$ cat src/rtl/fetch_stage_if.sv
// Instruction-memory port A between the fetch stage (master) and the memory (slave).
// The read is combinational: imem_rdata is valid in the same cycle as imem_addr.
interface fetch_stage_if #(
    parameter int ADDR_W  = 8,
    parameter int INSTR_W = 8
);
    logic [ADDR_W-1:0]  imem_addr;
    logic [INSTR_W-1:0] imem_rdata;

    modport master (output imem_addr, input  imem_rdata);
    modport slave  (input  imem_addr, output imem_rdata);
endinterface

$ cat src/rtl/fetch_stage.sv
// Instruction-fetch front end: PC, boot/interrupt vector loads, IF/ID register, stall/flush/redirect.
// Define FETCH_INTR_EDGE_EN for rising-edge interrupt requests; the default is level-sensitive.
module fetch_stage #(
    parameter int                   ADDR_W       = 8,
    parameter int                   INSTR_W      = 8,
    parameter logic [ADDR_W-1:0]    RST_VEC_ADDR = '0,
    parameter logic [ADDR_W-1:0]    INT_VEC_ADDR = ADDR_W'(1),
    parameter logic [INSTR_W-1:0]   INT_INSTR    = INSTR_W'(8'hB8),
    parameter logic [INSTR_W-1:0]   NOP_INSTR    = '0
) (
    input  logic                clk,
    input  logic                rst,
    fetch_stage_if.master       imem,
    input  logic                pc_write_en,
    input  logic                if_id_write_en,
    input  logic                flush,
    input  logic                redirect_valid,
    input  logic [ADDR_W-1:0]   redirect_addr,
    input  logic                intr,
    input  logic                reti,
    output logic                intr_ack,
    output logic [ADDR_W-1:0]   saved_pc,
    output logic [ADDR_W-1:0]   pc,
    output logic [INSTR_W-1:0]  if_id_instr,
    output logic [ADDR_W-1:0]   if_id_pc_plus1,
    output logic                if_id_valid
);

    typedef enum logic [1:0] {BOOT, RUN, INT_VEC} state_t;

    state_t             state;
    logic               in_isr;
    logic               pending;
    logic               pending_next;
    logic               take;
    logic [ADDR_W-1:0]  fetch_addr;
    logic [ADDR_W-1:0]  pc_plus1;
    logic [ADDR_W-1:0]  vec_pc;

    assign pc_plus1 = pc + ADDR_W'(1);
    assign vec_pc   = imem.imem_rdata[ADDR_W-1:0];

    // NOTE: give every always_comb output a default before any branch so no latch is inferred.
    always_comb begin
        fetch_addr = pc;
        case (state)
            BOOT:    fetch_addr = RST_VEC_ADDR;
            INT_VEC: fetch_addr = INT_VEC_ADDR;
            default: fetch_addr = pc;
        endcase
    end

    assign imem.imem_addr = fetch_addr;

    // Take only on a clean RUN cycle; in_isr is the pre-edge value, so a coincident reti cannot enable it.
    assign take = (state == RUN) && !redirect_valid && pending && !in_isr &&
                  pc_write_en && if_id_write_en && !flush;

`ifdef FETCH_INTR_EDGE_EN
    logic intr_d;

    always_ff @(posedge clk or posedge rst) begin
        if (rst) intr_d <= 1'b0;
        else     intr_d <= intr;
    end

    assign pending_next = (pending && !take) || (intr && !intr_d);
`else
    assign pending_next = take ? 1'b0 : intr;
`endif

    // NOTE: sequential state uses non-blocking assignments only, so every read sees pre-edge values.
    always_ff @(posedge clk or posedge rst) begin
        if (rst) begin
            state          <= BOOT;
            pc             <= '0;
            if_id_instr    <= NOP_INSTR;
            if_id_pc_plus1 <= '0;
            if_id_valid    <= 1'b0;
            saved_pc       <= '0;
            intr_ack       <= 1'b0;
            in_isr         <= 1'b0;
            pending        <= 1'b0;
        end else begin
            intr_ack <= 1'b0;
            pending  <= pending_next;
            if (reti) in_isr <= 1'b0;

            case (state)
                BOOT, INT_VEC: begin
                    pc          <= vec_pc;
                    if_id_instr <= NOP_INSTR;
                    if_id_valid <= 1'b0;
                    state       <= RUN;
                end
                RUN: begin
                    if (redirect_valid) begin
                        pc          <= redirect_addr;
                        if_id_instr <= NOP_INSTR;
                        if_id_valid <= 1'b0;
                    end else if (take) begin
                        // The injected instruction carries the interrupted PC as its return address.
                        if_id_instr    <= INT_INSTR;
                        if_id_valid    <= 1'b1;
                        if_id_pc_plus1 <= pc;
                        saved_pc       <= pc;
                        in_isr         <= 1'b1;
                        intr_ack       <= 1'b1;
                        state          <= INT_VEC;
                    end else begin
                        if (pc_write_en) pc <= pc_plus1;
                        if (flush) begin
                            if_id_instr <= NOP_INSTR;
                            if_id_valid <= 1'b0;
                        end else if (if_id_write_en) begin
                            if_id_instr    <= imem.imem_rdata;
                            if_id_pc_plus1 <= pc_plus1;
                            if_id_valid    <= 1'b1;
                        end
                    end
                end
                default: state <= BOOT;
            endcase
        end
    end

endmodule
$ cat src/flat_wrapper.sv
// flat-port wrapper written by rule: the top's interface ports become plain ports
module fetch_stage_flat 
#(
    parameter int                   ADDR_W       = 8,
    parameter int                   INSTR_W      = 8,
    parameter logic [ADDR_W-1:0]    RST_VEC_ADDR = '0,
    parameter logic [ADDR_W-1:0]    INT_VEC_ADDR = ADDR_W'(1),
    parameter logic [INSTR_W-1:0]   INT_INSTR    = INSTR_W'(8'hB8),
    parameter logic [INSTR_W-1:0]   NOP_INSTR    = '0
)
  (clk, rst, pc_write_en, if_id_write_en, flush, redirect_valid, redirect_addr, intr, reti, intr_ack, saved_pc, pc, if_id_instr, if_id_pc_plus1, if_id_valid, imem_imem_addr, imem_imem_rdata);
  fetch_stage_if #(.ADDR_W(ADDR_W), .INSTR_W(INSTR_W)) imem_i ();
  input  logic clk;
  input  logic rst;
  input  logic pc_write_en;
  input  logic if_id_write_en;
  input  logic flush;
  input  logic redirect_valid;
  input  logic [ADDR_W-1:0] redirect_addr;
  input  logic intr;
  input  logic reti;
  output logic intr_ack;
  output logic [ADDR_W-1:0] saved_pc;
  output logic [ADDR_W-1:0] pc;
  output logic [INSTR_W-1:0] if_id_instr;
  output logic [ADDR_W-1:0] if_id_pc_plus1;
  output logic if_id_valid;
  output wire logic [$bits(imem_i.imem_addr)-1:0] imem_imem_addr;
  input wire logic [$bits(imem_i.imem_rdata)-1:0] imem_imem_rdata;
  assign imem_imem_addr = imem_i.imem_addr;
  assign imem_i.imem_rdata = imem_imem_rdata;
  fetch_stage #(.ADDR_W(ADDR_W), .INSTR_W(INSTR_W), .RST_VEC_ADDR(RST_VEC_ADDR), .INT_VEC_ADDR(INT_VEC_ADDR), .INT_INSTR(INT_INSTR), .NOP_INSTR(NOP_INSTR)) u_core (.clk(clk), .rst(rst), .imem(imem_i), .pc_write_en(pc_write_en), .if_id_write_en(if_id_write_en), .flush(flush), .redirect_valid(redirect_valid), .redirect_addr(redirect_addr), .intr(intr), .reti(reti), .intr_ack(intr_ack), .saved_pc(saved_pc), .pc(pc), .if_id_instr(if_id_instr), .if_id_pc_plus1(if_id_pc_plus1), .if_id_valid(if_id_valid));
endmodule
$ cat config.mk
export PLATFORM = sky130hd
export DESIGN_NAME = fetch_stage_flat
export DESIGN_NICKNAME = d
export VERILOG_FILES = /design/src/rtl/fetch_stage_if.sv /design/src/rtl/fetch_stage.sv /design/src/flat_wrapper.sv
export SDC_FILE = /design/constraint.sdc
export NUM_CORES = 1
export LEC_CHECK = 0
export BUFFER_PORTS_ARGS = -buffer_cell sky130_fd_sc_hd__buf_2
export CAP_MARGIN = 20
export CORE_MARGIN = 2
export CORE_UTILIZATION = 39
export CTS_CLUSTER_SIZE = 10
export DETAILED_ROUTE_END_ITERATION = 12
export GPL_TIMING_DRIVEN = 0
export SYNTH_ARGS = -nofsm -noshare
export SYNTH_HDL_FRONTEND = slang
export SYNTH_SLANG_ARGS = --single-unit
$ cat constraint.sdc
create_clock -name clk -period 4.7 [get_ports clk]
set_input_delay 0.235 -clock clk [delete_from_list [all_inputs] [get_ports clk]]
set_output_delay 0.235 -clock clk [all_outputs]
set_load 0.01 [all_outputs]
==> results.json <==
{
  "ios": 66,
  "drive_gt1_share_pct": 28.6,
  "dp_hpwl_um": 3780,
  "worstSetupStartpoint": "u_core.state[1]",
  "powerDensity_nw_per_um2": 404,
  "cap_violations": 0,
  "dr_wl_met2_um": 2290,
  "cts_htree_levels": 2,
  "port_buffers": 65,
  "antennaDiodeCount": 0,
  "path_cells": "nand2b_1 -> clkbuf_1 -> nor3_1 -> nor2_1 -> a22o_1",
  "required_ns": 4.88,
  "syn_nets": 242,
  "ys_seq_area_share_pct": 49.1,
  "vias_per_cell": 5.04,
  "cp-end-kind": "flop",
  "grt_remaining_overflow": 0,
  "ys_warn_count": 0,
  "fmax_mhz": 517,
  "post_cts_resized": 0,
  "grt_max_degree": 39,
  "synth_area_leaders": "dfrtp_1 49%, nand2_1 8.5%, o21ai_0 6.2%",
  "period_share_pct": 41.2,
  "syn_to_final_growth_pct": 25.9,
  "gp_congestion": 0.873,
  "cts.sink_count": 38,
  "min_path_type": "in2async",
  "synth_top_area_share_pct": 49.1,
  "ys_seq_elements": 38,
  "dr_wl_met3_um": 264,
  "clock_skew_ns": 0.00661,
  "slew_viol_final": 0,
  "final_cell_mix": "69 x buf_2, 44 x nand2_1, 38 x dfrtp_1",
  "mostFrequentLayoutCell": "buf_2",
  "numCtsBuffers": 5,
  "fin_util_pct": 51.2,
  "critical-path-top-delay-family": "simple AND/OR/NAND/NOR gates",
  "rsz0062_at_grt": "false",
  "crit_path_top_delay_cell": "nor3_1",
  "relSlewSlack_pct": 46.3,
  "layout.nets": 314,
  "first_pass_iters": 4,
  "postCtsHoldBufs": 0,
  "cp_num_cells": 5,
  "crit_fanout": 7,
  "syn-cell-area_sq_um": 1940,
  "cts_setup_buffers": 0,
  "drtAntennaViolNets": 0,
  "rows": 25,
  "antenna_found_initial": 0,
  "ir_worst_vdd_uv": 144,
  "top_layer": "met4",
  "synth_edf_count": 0,
  "hold_viol": 0,
  "r2r_start": "u_core.state[1]",
  "slowest_delay_ns": 0.59,
  "core_sq_um": 4750,
  "finalCriticalPeriod_ns": 1.94,
  "crit_type": "reg2reg",
  "yosysUniqueCellTypes": 40,
  "cts.clk_slew.worst_paths_ns": 0.08,
  "cp_num_buf_inv": 1,
  "syn_avg_cell_area_sq_um": 8.92,
  "root_buffer": "clkbuf_8",
  "clock_path_buffers": 2,
  "initialDrtViolationCount": 71,
  "die-area_sq_um": 5540,
  "cts_tree": "done",
  "wl_um": 4960,
  "clk_latency_ns": 0.29,
  "rr_worst_depth": 5,
  "cellLeakagePower_nw": 1.23,
  "wl_per_cell_um": 13.9,
  "critPathLaunchType": "flop",
  "crit_arrival_ns": 2.12,
  "initial_core_util_pct": 40.7,
  "vias": 1799,
  "synth-main-ff-cell": "dfrtp_1",
  "grt_pass1_wl_um": 8190,
  "status": "finished, final reports clean",
  "synth_cells": 217,
  "wl_met1_um": 2350,
  "grtUsageTotal_pct": 19.8,
  "drc": 0,
  "setup_viol": 0,
  "die_h_um": 74.5,
  "grt_pass1_vias": 1690,
  "setup-tns-final_ns": 0,
  "fillers": 493,
  "worst_slew_pin_slew_ns": 0.805,
  "ys_async_sr_fraction_pct": 100,
  "dieWidth_um": 74.5,
  "synth_top_area_cell": "dfrtp_1"
}
==> synthesized netlist by cell type (all sizes together) (2+ instances only) <==
cell type   n
o21ai      24
xnor2       9
a21oi       8
nor2b       2
nand2b      3
or3         2
a2bb2oi     2
mux2i       3
dfrtp      38
and2        6
o31ai       2
a31oi       3
inv        11
clkbuf      9
o21a        2
buf         4
a22o        3
a211oi      2
nor2       13
nor3        4
nand3       6
nand2      46
==> metal layers <==
| metal | global-route usage (%) | up-vias |
|---|---|---|
| met5 | 0 | - |
| met4 | 5.56 | 0 |
| met3 | 4.07 | 5 |
| met2 | 30.2 | 54 |
| met1 | 28.5 | 853 |
| li1 | - | 887 |
==> registers in the layout, indices dropped and copies added (netlist names) <==
name / cells
u_core.saved_pc: 8
u_core.pc: 8
u_core.if_id_pc_plus1: 8
u_core.in_isr: 1
u_core.state: 2
u_core.pending: 1
u_core.if_id_instr: 8
u_core.intr_ack: 1
u_core.if_id_valid: 1
==> kinds of logic (layout without fill, tap and decap cells) <==
kind of cell,count (synthesis),after routing,share of synthesized area (%)
compound gates,53,53,17.3
flops,38,38,49.1
mux,4,4,2.13
xor+xnor,9,9,4.07
buf+inv,25,98,5.11
simple gates,87,87,21.7
fa+ha+maj,1,1,0.646
==> through the flow <==
step	instances	setup slack, ns	hold WS [ns]	total power (W)	cell area (sq um)
global route	357	2.65	0.135	0.00105	2440
global placement	349	2.81	0.422	0.000756	2340
finish	357	2.76	0.0963	0.000983	2440
CTS	357	2.78	0.128	0.000992	2440
detailed placement	349	2.80	0.439	0.000760	2340
floorplan	217	3.08	0.331	0.000624	1940
==> area by class of cell <==
cell class | instances | area (sq um) | share of cell area (%)
Sequential cell | 38 | 951 | 39.0
Multi-Input combinational cell | 154 | 886 | 36.4
Timing Repair Buffer | 65 | 325 | 13.4
Clock buffer | 7 | 86.3 | 3.54
Tap cell | 67 | 83.8 | 3.44
Buffer | 13 | 53.8 | 2.21
Inverter | 12 | 45.0 | 1.85
Clock inverter | 1 | 5.00 | 0.205
==> power breakdown <==
| group | switching [W] | internal, W | leakage [nW] |
|---|---|---|---|
| clock | 0.000116 | 0.000118 | 0.0482 |
| sequential | 0.0000435 | 0.000388 | 0.479 |
| combinational | 0.000179 | 0.000138 | 0.700 |
==> final timing paths <==
kind | to | slack (ns)
setup / recovery | u_core.if_id_instr[1] | 2.76
hold / removal | u_core.if_id_pc_plus1[6] | 0.1
setup reg to reg | u_core.if_id_instr[1] | 2.76
hold reg to reg | u_core.saved_pc[4] | 0.47
max in group asynchronous | u_core.if_id_instr[1] | 4.10
min in group clk | u_core.in_isr | 0.13
Power figures use the tool's default switching activity.
